===== src/rtl/booth_r4_pkg.sv =====
// Shared types for the radix-4 Booth multiplier.
//   booth_state_t : control FSM states
//   booth_op_t    : recoded partial-product selection
//   booth_decode  : maps a Booth triplet {q[i+1], q[i], q[i-1]} to its operation
package booth_r4_pkg;

  localparam int unsigned DEFAULT_DATA_WIDTH = 16;

  typedef enum logic [1:0] {
    IDLE = 2'd0,
    CALC = 2'd1,
    DONE = 2'd2
  } booth_state_t;

  typedef enum logic [2:0] {
    ZERO = 3'd0,
    PM   = 3'd1,
    P2M  = 3'd2,
    NM   = 3'd3,
    N2M  = 3'd4
  } booth_op_t;

  // Modified Booth recoding table.
  function automatic booth_op_t booth_decode(input logic [2:0] triplet);
    booth_op_t op;
    case (triplet)
      3'b001, 3'b010: op = PM;
      3'b011:         op = P2M;
      3'b100:         op = N2M;
      3'b101, 3'b110: op = NM;
      default:        op = ZERO;
    endcase
    return op;
  endfunction

endpackage


===== src/rtl/booth_r4_multiplier_if.sv =====
// Start/ready/done control and operand/result bus of the Booth multiplier.
//   master : launches operations (start, signed_mode, m_in, q_in)
//   slave  : the multiplier (result, ready, done)
interface booth_r4_multiplier_if
  import booth_r4_pkg::*;
#(
  parameter int unsigned DATA_WIDTH = DEFAULT_DATA_WIDTH
);

  logic                      start;
  logic                      signed_mode;
  logic [DATA_WIDTH-1:0]     m_in;
  logic [DATA_WIDTH-1:0]     q_in;
  logic [2*DATA_WIDTH-1:0]   result;
  logic                      ready;
  logic                      done;

  modport master (
    output start, signed_mode, m_in, q_in,
    input  result, ready, done
  );

  modport slave (
    input  start, signed_mode, m_in, q_in,
    output result, ready, done
  );

endinterface


===== src/rtl/booth_r4_recoder.sv =====
// Combinational radix-4 Booth recoder: selects 0, +-M or +-2M as a signed addend.
//   triplet  : {Q[1], Q[0], q[-1]}
//   m_ext    : extended multiplicand (EXT bits, two's complement)
//   addend_c : signed addend, EXT+2 bits so that +-2M cannot overflow
module booth_r4_recoder
  import booth_r4_pkg::*;
#(
  parameter int unsigned EXT = 18
) (
  input  logic [2:0]     triplet,
  input  logic [EXT-1:0] m_ext,
  output logic [EXT+1:0] addend_c
);

  localparam int unsigned AW = EXT + 2;

  logic [AW-1:0] m_sx;
  logic [AW-1:0] m_x2;

  // Sign-extend M to the accumulator width, then form 2M by a left shift.
  always_comb begin
    m_sx     = {{2{m_ext[EXT-1]}}, m_ext};
    m_x2     = {m_sx[AW-2:0], 1'b0};
    addend_c = '0;
    case (booth_decode(triplet))
      PM:      addend_c = m_sx;
      P2M:     addend_c = m_x2;
      NM:      addend_c = ~m_sx + AW'(1);
      N2M:     addend_c = ~m_x2 + AW'(1);
      default: addend_c = '0;
    endcase
  end

endmodule


===== src/rtl/booth_r4_multiplier.sv =====
// Sequential radix-4 (modified Booth) multiplier, two multiplier bits per cycle.
//   clk, rst_n : clock and asynchronous active-low reset
//   bus.start, bus.signed_mode, bus.m_in, bus.q_in : launch request and operands
//   bus.result : product of the last completed operation (held)
//   bus.ready  : idle, start accepted
//   bus.done   : one-cycle strobe when result updates
module booth_r4_multiplier
  import booth_r4_pkg::*;
#(
  parameter int unsigned DATA_WIDTH = DEFAULT_DATA_WIDTH
) (
  input  logic                   clk,
  input  logic                   rst_n,
  booth_r4_multiplier_if.slave   bus
);

  localparam int unsigned EXT = DATA_WIDTH + 2;
  localparam int unsigned AW  = EXT + 2;
  localparam int unsigned N   = EXT / 2;
  localparam int unsigned CW  = $clog2(N + 1);
  localparam int unsigned PW  = 2 * DATA_WIDTH;

  if ((DATA_WIDTH < 4) || ((DATA_WIDTH % 2) != 0)) begin : g_bad_width
    $error("booth_r4_multiplier: DATA_WIDTH must be even and >= 4");
  end

  booth_state_t      state_q, state_d;
  logic [CW-1:0]     cnt_q, cnt_d;
  logic [AW-1:0]     a_q, a_d;
  logic [EXT-1:0]    q_q, q_d;
  logic              qm1_q, qm1_d;
  logic [EXT-1:0]    m_q, m_d;
  logic [PW-1:0]     result_q, result_d;
  logic              ready_q, ready_d;
  logic              done_q, done_d;

  logic              accept_c;
  logic [AW-1:0]     addend_c;
  logic [AW-1:0]     a_sum_c;

  booth_r4_recoder #(
    .EXT (EXT)
  ) u_recoder (
    .triplet  ({q_q[1:0], qm1_q}),
    .m_ext    (m_q),
    .addend_c (addend_c)
  );

  assign accept_c = (state_q == IDLE) && ready_q && bus.start;
  assign a_sum_c  = a_q + addend_c;

  // State register.
  always_ff @(posedge clk or negedge rst_n) begin
    if (!rst_n) begin
      state_q <= IDLE;
    end else begin
      state_q <= state_d;
    end
  end

  // Next-state logic.
  always_comb begin
    state_d = state_q;
    case (state_q)
      IDLE:    if (accept_c) state_d = CALC;
      CALC:    if (cnt_q == CW'(N - 1)) state_d = DONE;
      DONE:    state_d = IDLE;
      default: state_d = IDLE;
    endcase
  end

  // Output logic; ready is withheld for the cycle in which done is shown.
  always_comb begin
    result_d = result_q;
    done_d   = (state_q == DONE);
    ready_d  = (state_d == IDLE) && (state_q != DONE);
    if (state_q == DONE) begin
      result_d = {a_q[PW-EXT-1:0], q_q};
    end
  end

  // Datapath: load on accept, one add-and-shift step per CALC cycle.
  always_comb begin
    cnt_d = cnt_q;
    a_d   = a_q;
    q_d   = q_q;
    qm1_d = qm1_q;
    m_d   = m_q;
    if (accept_c) begin
      cnt_d = '0;
      a_d   = '0;
      qm1_d = 1'b0;
      m_d   = {{2{bus.m_in[DATA_WIDTH-1] & bus.signed_mode}}, bus.m_in};
      q_d   = {{2{bus.q_in[DATA_WIDTH-1] & bus.signed_mode}}, bus.q_in};
    end else if (state_q == CALC) begin
      cnt_d = cnt_q + CW'(1);
      // Arithmetic shift of {A, Q, q[-1]} right by two.
      a_d   = {{2{a_sum_c[AW-1]}}, a_sum_c[AW-1:2]};
      q_d   = {a_sum_c[1:0], q_q[EXT-1:2]};
      qm1_d = q_q[1];
    end
  end

  // Datapath and output registers.
  always_ff @(posedge clk or negedge rst_n) begin
    if (!rst_n) begin
      cnt_q    <= '0;
      a_q      <= '0;
      q_q      <= '0;
      qm1_q    <= 1'b0;
      m_q      <= '0;
      result_q <= '0;
      ready_q  <= 1'b1;
      done_q   <= 1'b0;
    end else begin
      cnt_q    <= cnt_d;
      a_q      <= a_d;
      q_q      <= q_d;
      qm1_q    <= qm1_d;
      m_q      <= m_d;
      result_q <= result_d;
      ready_q  <= ready_d;
      done_q   <= done_d;
    end
  end

  assign bus.result = result_q;
  assign bus.ready  = ready_q;
  assign bus.done   = done_q;

endmodule


===== src/flat_wrapper.sv =====
// flat-port wrapper written by rule: the top's interface ports become plain ports
module booth_r4_multiplier_flat import booth_r4_pkg::*;
#(
  parameter int unsigned DATA_WIDTH = DEFAULT_DATA_WIDTH
)
  (clk, rst_n, bus_start, bus_signed_mode, bus_m_in, bus_q_in, bus_result, bus_ready, bus_done);
  booth_r4_multiplier_if #(.DATA_WIDTH(DATA_WIDTH)) bus_i ();
  input  logic clk;
  input  logic rst_n;
  input wire logic [$bits(bus_i.start)-1:0] bus_start;
  input wire logic [$bits(bus_i.signed_mode)-1:0] bus_signed_mode;
  input wire logic [$bits(bus_i.m_in)-1:0] bus_m_in;
  input wire logic [$bits(bus_i.q_in)-1:0] bus_q_in;
  output wire logic [$bits(bus_i.result)-1:0] bus_result;
  output wire logic [$bits(bus_i.ready)-1:0] bus_ready;
  output wire logic [$bits(bus_i.done)-1:0] bus_done;
  assign bus_i.start = bus_start;
  assign bus_i.signed_mode = bus_signed_mode;
  assign bus_i.m_in = bus_m_in;
  assign bus_i.q_in = bus_q_in;
  assign bus_result = bus_i.result;
  assign bus_ready = bus_i.ready;
  assign bus_done = bus_i.done;
  booth_r4_multiplier #(.DATA_WIDTH(DATA_WIDTH)) u_core (.clk(clk), .rst_n(rst_n), .bus(bus_i));
endmodule

===== config.mk =====
export PLATFORM = sky130hd
export DESIGN_NAME = booth_r4_multiplier_flat
export DESIGN_NICKNAME = d
export VERILOG_FILES = /design/src/rtl/booth_r4_pkg.sv /design/src/rtl/booth_r4_multiplier_if.sv /design/src/rtl/booth_r4_recoder.sv /design/src/rtl/booth_r4_multiplier.sv /design/src/flat_wrapper.sv
export SDC_FILE = /design/constraint.sdc
export NUM_CORES = 1
export LEC_CHECK = 0
export ABC_AREA = 1
export CORE_UTILIZATION = 30
export CTS_BUF_LIST = sky130_fd_sc_hd__clkbuf_2
export DETAILED_ROUTE_END_ITERATION = 6
export PLACE_DENSITY = 0.45
export SYNTH_ARGS = -nofsm -noshare
export SYNTH_HDL_FRONTEND = slang
export SYNTH_HIERARCHICAL = 1
export SYNTH_SLANG_ARGS = --single-unit

===== constraint.sdc =====
create_clock -name clk -period 6.45 [get_ports clk]
set_clock_uncertainty 0.15 [all_clocks]
set_input_delay 0.9675 -clock clk [delete_from_list [all_inputs] [get_ports clk]]
set_output_delay 0.9675 -clock clk [all_outputs]
set_load 0.02 [all_outputs]

==> results.md, run 1 <==
- Vias in the first global route: roughly 5200
- Internal power: ~2 mW
- Xor and xnor fraction of the mapped netlist area: 0.0158
- FILL cells: 2173
- CP Max Fanout: 14
- R2R cell count: 16
- Clock sink total: 94
- Core Area: between 15000 and 20000 µm²
- FF-to-FF setup slack: ~3.3 ns
- Total CTS buffers: 9
- Leakage: 3.42 nW
- Gp weighted congestion: approximately 0.83
- Die width: 143 µm
- Post-Syn Area: about 6000 µm²
- Total Power: 4.34 mW
- Global-route wire length before repair: 26.8 mm
- Min-delay worst type: flop to flop
- Min-Delay Endpoint: u_core/bus.result[27]
- Worst path arrival time: between 3 and 4 ns
- Final slew viol count: 0
- CP max-delay cell: dfrtp_1
- CTS tree: yes
- Syn Area/Cell: 7.23 µm²
- Worst skew pair latency: around 0.65 ns
- Combinational power share: 0.670
- Dpl hpwl: roughly 12 mm
- Switch share: 0.532
- Routed WL: 16.1 mm
- Post-Synth Simple-Gate Area: 0.327
- DRC: 0
- Post-synth cell types: 37
- Clock root cell: clkbuf_2
- Worst R2R End: u_core/a_q[6]
- Delay-heaviest family, CP: simple AND/OR/NAND/NOR gates
- Clock slew at reported path FFs: just under 0.3 ns
- Synth Area in Adders: 0.0498
- Fmax: about 0.32 GHz
- Antenna viol nets, final: 0
- Die area: about 20000 µm²
- Status: complete, no violations
- CP Cell Sequence: nand2_1, inv_1, nand2_1, inv_1, o21ai_0, o211ai_1, inv_1, fa_1, inv_1, nand3_1, nand3_1, nand2_1, nand2_1, a21oi_1, o21ai_1, o21ai_1
- Clk pwr share: 0.079
- Syn Inst Count: 820
- Max cap viols: 0
- Largest net degree at the start of global routing: 67
- Post-CTS Hold Buffers: 1
- Drt pass-1 iters: 4
- Switching Power: 2.30 mW
- CP Data Required Time: around 7 ns
- H-tree Lvls: 3
- Hold Path Depth: 2
- Via-per-instance ratio: around 4.6
- Synth warn: 6
- Vias: 5233
- Initial antenna violation count: 1
- Combinational family with the most area after synthesis: simple AND/OR/NAND/NOR gates
- Hold Startpoint: u_core/bus.result[27]
- CP peak stage delay: slightly above 0.5 ns
- Post_cts resized: 0
- Buffers on Ports: 69
- Io pins: 70
- Syn Nets: 879
- Area delta synth->final: 17.4%
- Grt total ovfl: 0
- Compound-Gate Fraction of Synth Area: 0.118
- Yosys reg bits: 94
- Sequential area share after synthesis: 0.397
- Kind of end point of the critical path: flop
- WL/cell: about 14 µm
- Max rail drop VDD: ~0.16 mV
- Period utilization: 0.482
- Fin. Hold Viols: 0
- PD cells: around 620 nW/µm²
- Worst Path Buf+Inv: 4
- Worst-Margin Slew: about 0.93 ns
- Setup bufs post-CTS: 0
- Min Tclk post-route: approximately 3.1 ns
- Final nets: around 940
- Rel. slew slack: 0.380
- CP Class: flop to flop
- All-Layer GR Usage: 0.170
- Mux cell area share after synthesis: 0
- Post-route setup TNS: 0 ns
- Clock buffer depth: 2
- Row count: just over 50
- Worst R2R Start: u_core/q_q[0]
- Initial core utilization: 0.306
- RSZ-0062 raised after global routing: no
- Die Y: between 100 and 150 µm
- CP startpoint kind: flop
- Fraction of layout cells with a size suffix above 1: 0.0713
- Endpoints failing setup: 0
- Reg power frac: 0.251
- 1st-iter DRT viols: approximately 330
==> registers in the layout, indices dropped and copies added (netlist names) <==
register and flops:
u_core/bus.ready 1, u_core/bus.result 32, u_core/qm1_q 1, u_core/a_q 18, u_core/m_q 17, u_core/bus.done 1
u_core/state_q 2, u_core/cnt_q 4, u_core/q_q 18
==> synth_stat cells (all sizes together) <==
| cell | number | area [µm²] |
|---|---|---|
| and2 | 1 | 6.26 |
| dfstp | 1 | 26.3 |
| nand3b | 14 | 105 |
| nor2 | 57 | 294 |
| xnor2 | 2 | 17.5 |
| o221ai | 3 | 26.3 |
| nor3 | 4 | 20.0 |
| nand3 | 77 | 400 |
| o22ai | 18 | 113 |
| nand2 | 281 | 1070 |
| o2111ai | 1 | 8.76 |
| inv | 109 | 409 |
| nand4 | 4 | 40.0 |
| o21ai | 72 | 379 |
| xor2 | 7 | 76.3 |
| o211ai | 8 | 60.1 |
| clkbuf | 3 | 12.5 |
| dfrtp | 93 | 2330 |
| ha | 22 | 275 |
| buf | 20 | 126 |
| a21oi | 22 | 114 |
| fa | 1 | 20.0 |
==> how the worst max path moves through the flow <==
stage,from,endpoint,cells past startpoint
after floorplan,u_core/qm1_q,u_core/a_q[14],18
after global placement,bus_start,u_core/qm1_q,6
after detailed placement,bus_start,u_core/qm1_q,6
after CTS,u_core/qm1_q,u_core/a_q[6],16
after global routing,u_core/q_q[0],u_core/a_q[7],18
final,u_core/q_q[0],u_core/a_q[6],16
==> layer usage <==
layer,part of all wire,vias up,global-route usage
met4,0.0072,0,0.0340
met2,0.45,73,0.270
li1,-,2763,-
met1,0.52,2391,0.238
met5,0,-,0
met3,0.029,6,0.0316
==> layout by cell type (no fill, tap or decap), types with 5 or more instances in the layout <==
| cell type | instances |
|---|---|
| a21oi_1 | 21 |
| ha_1 | 22 |
| o21ai_0 | 49 |
| o21ai_1 | 18 |
| inv_2 | 10 |
| nand2_2 | 7 |
| clkbuf_2 | 9 |
| nand2_1 | 274 |
| inv_1 | 99 |
| clkdlybuf4s50_1 | 68 |
| nand3b_1 | 14 |
| nor2_2 | 10 |
| nand3_1 | 74 |
| o21ai_2 | 5 |
| dfrtp_1 | 93 |
| nor2_1 | 42 |
| xor2_1 | 5 |
| o211ai_1 | 8 |
| o22ai_1 | 18 |
==> final cells by class <==
type                    instances  area (µm²)  share of cell area
inverters                     109         409              0.0588
repair buffers                 71         706               0.101
well taps                     265         332              0.0476
clock inverters                 7        86.3              0.0124
multi-input cells             594        3030               0.435
flip-flops and latches         94        2350               0.338
diodes                          1        2.50            0.000359
clock buffers                   9        45.0             0.00647
==> stage by stage <==
| step | utilization | hold WS, ns | worst slack (ns) | std cells | area [µm²] |
|---|---|---|---|---|---|
| global placement | 0.351 | 0.311 | 2.95 | 1132 | 6820 |
| CTS | 0.359 | 0.369 | 3.36 | 1149 | 6960 |
| detailed placement | 0.351 | 0.310 | 2.86 | 1132 | 6820 |
| floorplan | - | 0.306 | 3.92 | 820 | 5930 |
| finish | 0.359 | 0.363 | 3.34 | 1150 | 6960 |
| global route | 0.359 | 0.392 | 3.01 | 1150 | 6960 |
==> power by group through the flow <==
stage	logic, mW	clock network (mW)	registers, mW
finish	2.90	0.344	1.09
global route	3.34	0.383	1.13
CTS	2.94	0.367	1.09
detailed placement	2.92	0	1.10
global placement	2.92	0	1.10
floorplan	2.04	0	1.17
==> worst register-to-register path: cells and delay by family, from the launching register on <==
family / cells / cell delay (ns)
AOI/OAI and AO/OA: 5 / 0.53
DFF: 1 / 0.51
buffers and inverters: 4 / 0.50
and+or+nand+nor: 6 / 0.89
adders and majority gates: 1 / 0.45
==> cell families after synthesis <==
kind of cell / Yosys count
and+or+nand+nor: 438
adders and majority gates: 23
AOI/OAI and AO/OA: 124
xor gates and xnor gates: 9
buffers and inverters: 132
DFF: 94
No activity file was read; power rests on OpenSTA's default activity.
==> run 2, diff against run 1 <==
--- a/config.mk
+++ b/config.mk
@@ -9,7 +9,7 @@
 export CORE_UTILIZATION = 30
 export CTS_BUF_LIST = sky130_fd_sc_hd__clkbuf_2
 export DETAILED_ROUTE_END_ITERATION = 6
-export PLACE_DENSITY = 0.45
+export PLACE_DENSITY = 0.47
 export SYNTH_ARGS = -nofsm -noshare
 export SYNTH_HDL_FRONTEND = slang
 export SYNTH_HIERARCHICAL = 1
==> constraint.sdc (replaced) <==
create_clock -name clk -period 2.81 [get_ports clk]
set_clock_uncertainty 0.15 [all_clocks]
set_input_delay 0.4215 -clock clk [delete_from_list [all_inputs] [get_ports clk]]
set_output_delay 0.4215 -clock clk [all_outputs]
set_load 0.02 [all_outputs]
==> run 2 against run 1 <==
  * Sequential share of layout area is 4.3 points lower
  * Setup slack worse by 3.2 ns
  * Final area is 15% higher
  * Critical path depth stayed put
  * Global-route usage is 0.46 points higher
  * Wire length is 7.7% higher
  * Die area stayed put
  * Count of clock-buffer cells in the layout stayed put
  * First-iteration DRC count is 3.6% higher
==> results.md, run 2 (synthesis results as in run 1) <==
- Min Tclk post-route: 2.68 ns (was 3.11 ns)
- All-Layer GR Usage: 0.174 (was 0.170)
- Worst path arrival time: 3.08 ns (was 3.49 ns)
- FILL cells: 2066 (was 2173)
- Antenna viol nets, final: 0 (unchanged)
- Grt total ovfl: 0 (unchanged)
- Status: complete, no violations (unchanged)
- Worst R2R End: u_core/a_q[13] (was u_core/a_q[6])
- Area after DPL: 7120 µm² (was 6820 µm²)
- Max cap viols: 0 (unchanged)
- Routed WL: 17.3 mm (was 16.1 mm)
- Dpl hpwl: 12.5 mm (was 11.9 mm)
- Buffers on Ports: 69 (unchanged)
- Worst R2R Start: u_core/m_q[1] (was u_core/q_q[0])
- Initial core utilization: 0.306 (unchanged)
- Vias: 5645 (was 5233)
- Min-Delay Endpoint: u_core/m_q[9] (was u_core/bus.result[27])
- Die area: 20300 µm² (unchanged)
- Worst-Margin Slew: 0.902 ns (was 0.929 ns)
- Vias in the first global route: 5261 (was 5150)
- Max reg flops: 32 (unchanged)
- Non-filler instance count after layout: 1212 (was 1150)
- CP Class: flop to flop (unchanged)
- Clock sink total: 94 (unchanged)
- Gp weighted congestion: 0.810 (was 0.833)
- Die width: 143 µm (unchanged)
- RSZ-0062 raised after global routing: yes (was no)
- Clock buffer depth: 2 (unchanged)
- H-tree Lvls: 3 (unchanged)
- Drt pass-1 iters: 5 (was 4)
- Endpoints failing setup: 0 (unchanged)
- Fin. Hold Viols: 0 (unchanged)
- Total CTS buffers: 9 (unchanged)
- FF-to-FF setup slack: 0.13 ns (was 3.34 ns)
- 1st-iter DRT viols: 341 (was 329)
- Rel. slew slack: 0.398 (was 0.380)
- WL/cell: 14.3 µm (was 14.0 µm)
- R2R cell count: 16 (unchanged)
- Io pins: 70 (unchanged)
- CP Max Fanout: 8 (was 14)
- Area delta synth->final: 34.9% (was 17.4%)
- CTS tree: yes (unchanged)
- Final slew viol count: 0 (unchanged)
- Fmax: 0.373 GHz (was 0.322 GHz)
- Most frequent cells in the layout: nand2_1, inv_1, dfrtp_1 (unchanged)
- Hold Path Depth: 3 (was 2)
- Kind of end point of the critical path: flop (unchanged)
- CP Data Required Time: 3.20 ns (was 6.84 ns)
- Initial antenna violation count: 1 (unchanged)
- DRC: 0 (unchanged)
- Core Area: 19400 µm² (unchanged)
- Hold Startpoint: bus_m_in[9] (was u_core/bus.result[27])
- Die Y: 143 µm (unchanged)
- Commonest non-fill, non-tap cell in the layout: nand2_1 (unchanged)
- Final nets: 1000 (was 938)
- CP startpoint kind: flop (unchanged)
- Via-per-instance ratio: 4.66 (was 4.55)
- Clock root cell: clkbuf_2 (unchanged)
- Final instance area: 8000 µm² (was 6960 µm²)
- Period utilization: 0.955 (was 0.482)
- Fraction of layout cells with a size suffix above 1: 0.241 (was 0.0713)
- Global-route wire length before repair: 27.4 mm (was 26.8 mm)
- Row count: 51 (unchanged)
- Placed Cells: 1172 (was 1132)
- Clock slew at reported path FFs: 0.31 ns (was 0.29 ns)
- Min-delay worst type: primary input to flop (was flop to flop)
- Finished Core Util: 0.412 (was 0.359)
- Largest net degree at the start of global routing: 60 (was 67)
- Worst skew pair latency: 0.63 ns (was 0.65 ns)
-- run 2: changes by cell type in the layout (fill, tap and decap cells not counted), moves of 10 or more --
| cell | previous run | this run |
|---|---|---|
| inv_1 | 99 | 88 |
| nor2_4 | 3 | 13 |
| buf_4 | 2 | 62 |
| nor2_1 | 42 | 30 |
| nand2_1 | 274 | 244 |
| ha_1 | 22 | 4 |
| nand3_1 | 74 | 63 |
| inv_2 | 10 | 21 |
| ha_4 | 0 | 18 |
| nand2_2 | 7 | 28 |
-- run 2: worst max path at each step --
stage                  start             end  cells past startpoint  slack, ns
5_1_grt        u_core/m_q[1]  u_core/a_q[13]                     17      -0.07
3_5_place_dp   u_core/m_q[0]  u_core/a_q[15]                     17      -0.09
3_3_place_gp   u_core/m_q[1]  u_core/a_q[15]                     17      -0.09
2_1_floorplan   u_core/qm1_q  u_core/a_q[14]                     18       0.28
4_1_cts        u_core/m_q[1]  u_core/a_q[13]                     17       0.02
6_report       u_core/m_q[1]  u_core/a_q[13]                     16       0.13
-- run 2: worst max-delay path, stage by stage, from the launching register on --
cell      delay, ns
dfrtp_2        0.51
inv_2          0.09
ha_4           0.17
nand2_4        0.07
nor2_8         0.19
xor2_2         0.17
nand2_1        0.07
nand3b_1       0.19
ha_4           0.27
nand2_1        0.08
nand2_2        0.07
nand2_1        0.07
nand3_1        0.08
a21oi_2        0.18
nand3b_1       0.09
nand3_1        0.11
nand2_1        0.06
-- run 2: what timing repair did --
item,4_1_cts,5_1_grt
endpoints found under the setup margin,5,15
gates resized for setup,8,127
hold buffers,1,0
pin swaps,2,51
endpoints found under the hold margin,41,0
buffers inserted,4,18
-- run 2: layer usage --
| layer | global-route usage | wire, µm | up-vias |
|---|---|---|---|
| met5 | 0 | 0 | - |
| met4 | 0.0543 | 292 | 0 |
| met3 | 0.0202 | 524 | 18 |
| met2 | 0.272 | 7870 | 105 |
| met1 | 0.250 | 8610 | 2628 |
| li1 | - | - | 2894 |
-- run 2: layout make-up --
class,count,area [µm²],area share
Multi-Input combinational cell,594,3590,0.449
Sequential cell,94,2360,0.295
Timing Repair Buffer,133,1190,0.148
Inverter,109,409,0.0512
Tap cell,265,332,0.0415
Clock inverter,7,68.8,0.00860
Clock buffer,9,45.0,0.00563
Antenna cell,1,2.50,0.000313
-- run 2: through the flow --
stage	setup WS, ns	TNS (ns)	hold WS (ns)
finish	0.126	0	0.117
detailed placement	-0.0924	-0.189	0.315
CTS	0.0186	0	0.0619
global placement	-0.0860	-0.0951	0.308
global route	-0.0678	-0.399	0.0764
floorplan	0.279	0	-0.0241
Power of run 2 is not shown: default switching activity piles up to over one toggle a cycle in this logic, so the estimate is an artifact.
==> run 3, diff against run 2 <==
--- a/config.mk
+++ b/config.mk
@@ -6,8 +6,9 @@
 export NUM_CORES = 1
 export LEC_CHECK = 0
 export ABC_AREA = 1
+export CORE_ASPECT_RATIO = 1.2
 export CORE_UTILIZATION = 30
-export CTS_BUF_LIST = sky130_fd_sc_hd__clkbuf_2
+export CTS_BUF_LIST = sky130_fd_sc_hd__clkbuf_2 sky130_fd_sc_hd__clkbuf_4 sky130_fd_sc_hd__clkbuf_8
 export DETAILED_ROUTE_END_ITERATION = 6
 export PLACE_DENSITY = 0.47
 export SYNTH_ARGS = -nofsm -noshare
==> run 3 against run 2 <==
  * Count of clock-buffer cells in the layout did not move
  * Critical path depth rose by 1
  * Core utilization fell by 0.22 points
  * Die area barely moved
  * Register-to-register slack barely moved
  * Final cell count fell by 2.0%
  * Setup slack got worse by 0.0094 ns
==> results.md, run 3 (synthesis results as in run 1) <==
- Status: complete, no violations (unchanged)
- Die width: 130 µm (was 143 µm)
- H-tree Lvls: 3 (unchanged)
- Final slew viol count: 0 (unchanged)
- Clock root cell: clkbuf_8 (was clkbuf_2)
- CP startpoint kind: flop (unchanged)
- Clock sink total: 94 (unchanged)
- Row count: 55 (was 51)
- Max cap viols: 0 (unchanged)
- Antenna viol nets, final: 0 (unchanged)
- WL/cell: 14.4 µm (was 14.3 µm)
- Dpl hpwl: 12.8 mm (was 12.5 mm)
- FILL cells: 2061 (was 2066)
- Grt total ovfl: 0 (unchanged)
- Most frequent cells in the layout: nand2_1, inv_1, dfrtp_1 (unchanged)
- Largest net degree at the start of global routing: 60 (unchanged)
- Period utilization: 0.959 (was 0.955)
- Vias: 5548 (was 5645)
- Max reg flops: 32 (unchanged)
- Worst skew pair latency: 0.39 ns (was 0.63 ns)
- Clock slew at reported path FFs: 0.10 ns (was 0.31 ns)
- Fin. Hold Viols: 0 (unchanged)
- Kind of end point of the critical path: flop (unchanged)
- 1st-iter DRT viols: 168 (was 341)
- Post-route setup TNS: 0 ns (unchanged)
- Area delta synth->final: 32.3% (was 34.9%)
- Vias in the first global route: 5307 (was 5261)
- Min-delay worst type: flop to flop (was primary input to flop)
- Rel. slew slack: 0.384 (was 0.398)
- Initial core utilization: 0.310 (was 0.306)
- DRC: 0 (unchanged)
- CP Data Required Time: 2.95 ns (was 3.20 ns)
- Commonest non-fill, non-tap cell in the layout: nand2_1 (unchanged)
- Die Y: 156 µm (was 143 µm)
- Final nets: 986 (was 1000)
- Global-route wire length before repair: 27.3 mm (was 27.4 mm)
- Routed WL: 17.2 mm (was 17.3 mm)
- All-Layer GR Usage: 0.175 (was 0.174)
- Die area: 20300 µm² (about the same)
- Total CTS buffers: 9 (unchanged)
- Hold WS: 0.328 ns (was 0.117 ns)
- Worst path arrival time: 2.83 ns (was 3.08 ns)
- Core Area: 19100 µm² (was 19400 µm²)
- RSZ-0062 raised after global routing: yes (unchanged)
- Via-per-instance ratio: 4.67 (was 4.66)
- Initial antenna violation count: 0 (was 1)
- Min Tclk post-route: 2.69 ns (was 2.68 ns)
- Fmax: 0.371 GHz (was 0.373 GHz)
- CP Max Fanout: 8 (unchanged)
- Drt pass-1 iters: 4 (was 5)
- Clock buffer depth: 2 (unchanged)
- CTS tree: yes (unchanged)
- Worst-Margin Slew: 0.922 ns (was 0.902 ns)
- Buffers on Ports: 69 (unchanged)
- Gp weighted congestion: 0.856 (was 0.810)
- Fraction of layout cells with a size suffix above 1: 0.192 (was 0.241)
- Antenna diodes: 0 (was 1)
- CP Class: flop to flop (unchanged)
- Io pins: 70 (unchanged)
- Endpoints failing setup: 0 (unchanged)
[run 3: changes by cell type in the layout (fill, tap and decap cells not counted), sizes merged]
| cell | previous run | this run |
|---|---|---|
| clkinv | 3 | 2 |
| inv | 112 | 113 |
| buf | 64 | 50 |
| diode | 1 | 0 |
[run 3: timing repair]
action,4_1_cts,5_1_grt
hold buffers,1,0
resized for setup,5,85
gates cloned,0,0
setup buffers,0,10
setup endpoints to repair,3,15
pin swaps,0,38
endpoints found under the hold margin,38,0
[run 3: final cells by class]
cell class	instances	area (µm²)	area share
Timing Repair Buffer	119	1110	0.141
Clock inverter	7	75.1	0.00957
Tap cell	256	320	0.0408
Clock buffer	9	124	0.0158
Inverter	109	409	0.0522
Multi-Input combinational cell	594	3450	0.440
Sequential cell	94	2360	0.300
[run 3: final timing paths]
kind / slack [ns] / to / start / cells past startpoint
setup / recovery: 0.12 / u_core/a_q[12] / u_core/m_q[1] / 17
hold / removal: 0.33 / u_core/bus.result[29] / u_core/bus.result[29] / 2
setup reg to reg: 0.12 / u_core/a_q[12] / u_core/m_q[1] / 17
hold reg to reg: 0.33 / u_core/bus.result[29] / u_core/bus.result[29] / 2
max in group asynchronous: 1.37 / u_core/m_q[3] / rst_n / 3
min in group asynchronous: 0.39 / u_core/qm1_q / rst_n / 2
[run 3: critical path, stage by stage, from the launching register on]
cell,delay (ns)
dfrtp_2,0.46
inv_2,0.09
ha_4,0.16
nand2_4,0.07
nor2_8,0.15
nand3_1,0.11
nand3_1,0.10
nand3b_1,0.19
ha_4,0.36
nand2_1,0.07
inv_1,0.09
nand2_2,0.10
nor3_2,0.15
nand2_1,0.11
nand2_1,0.07
nand2_1,0.04
nand3_1,0.06
nand2_1,0.05
[run 3: metrics by stage]
step                area (µm²)  setup slack (ns)  cells  utilization
floorplan                 5930             0.279    820            -
global placement          7130          -0.00593   1161        0.373
detailed placement        7130          -0.00963   1161        0.373
CTS                       7390            0.0131   1178        0.386
global route              7850           -0.0502   1188        0.410
finish                    7850             0.116   1188        0.410
[run 3: layer usage]
| layer | GRT usage | routed length [µm] |
|---|---|---|
| met5 | 0 | 0 |
| met4 | 0.0454 | 198 |
| met3 | 0.0240 | 429 |
| met2 | 0.299 | 8520 |
| met1 | 0.231 | 8010 |
Power of run 3 is left out for the same reason.
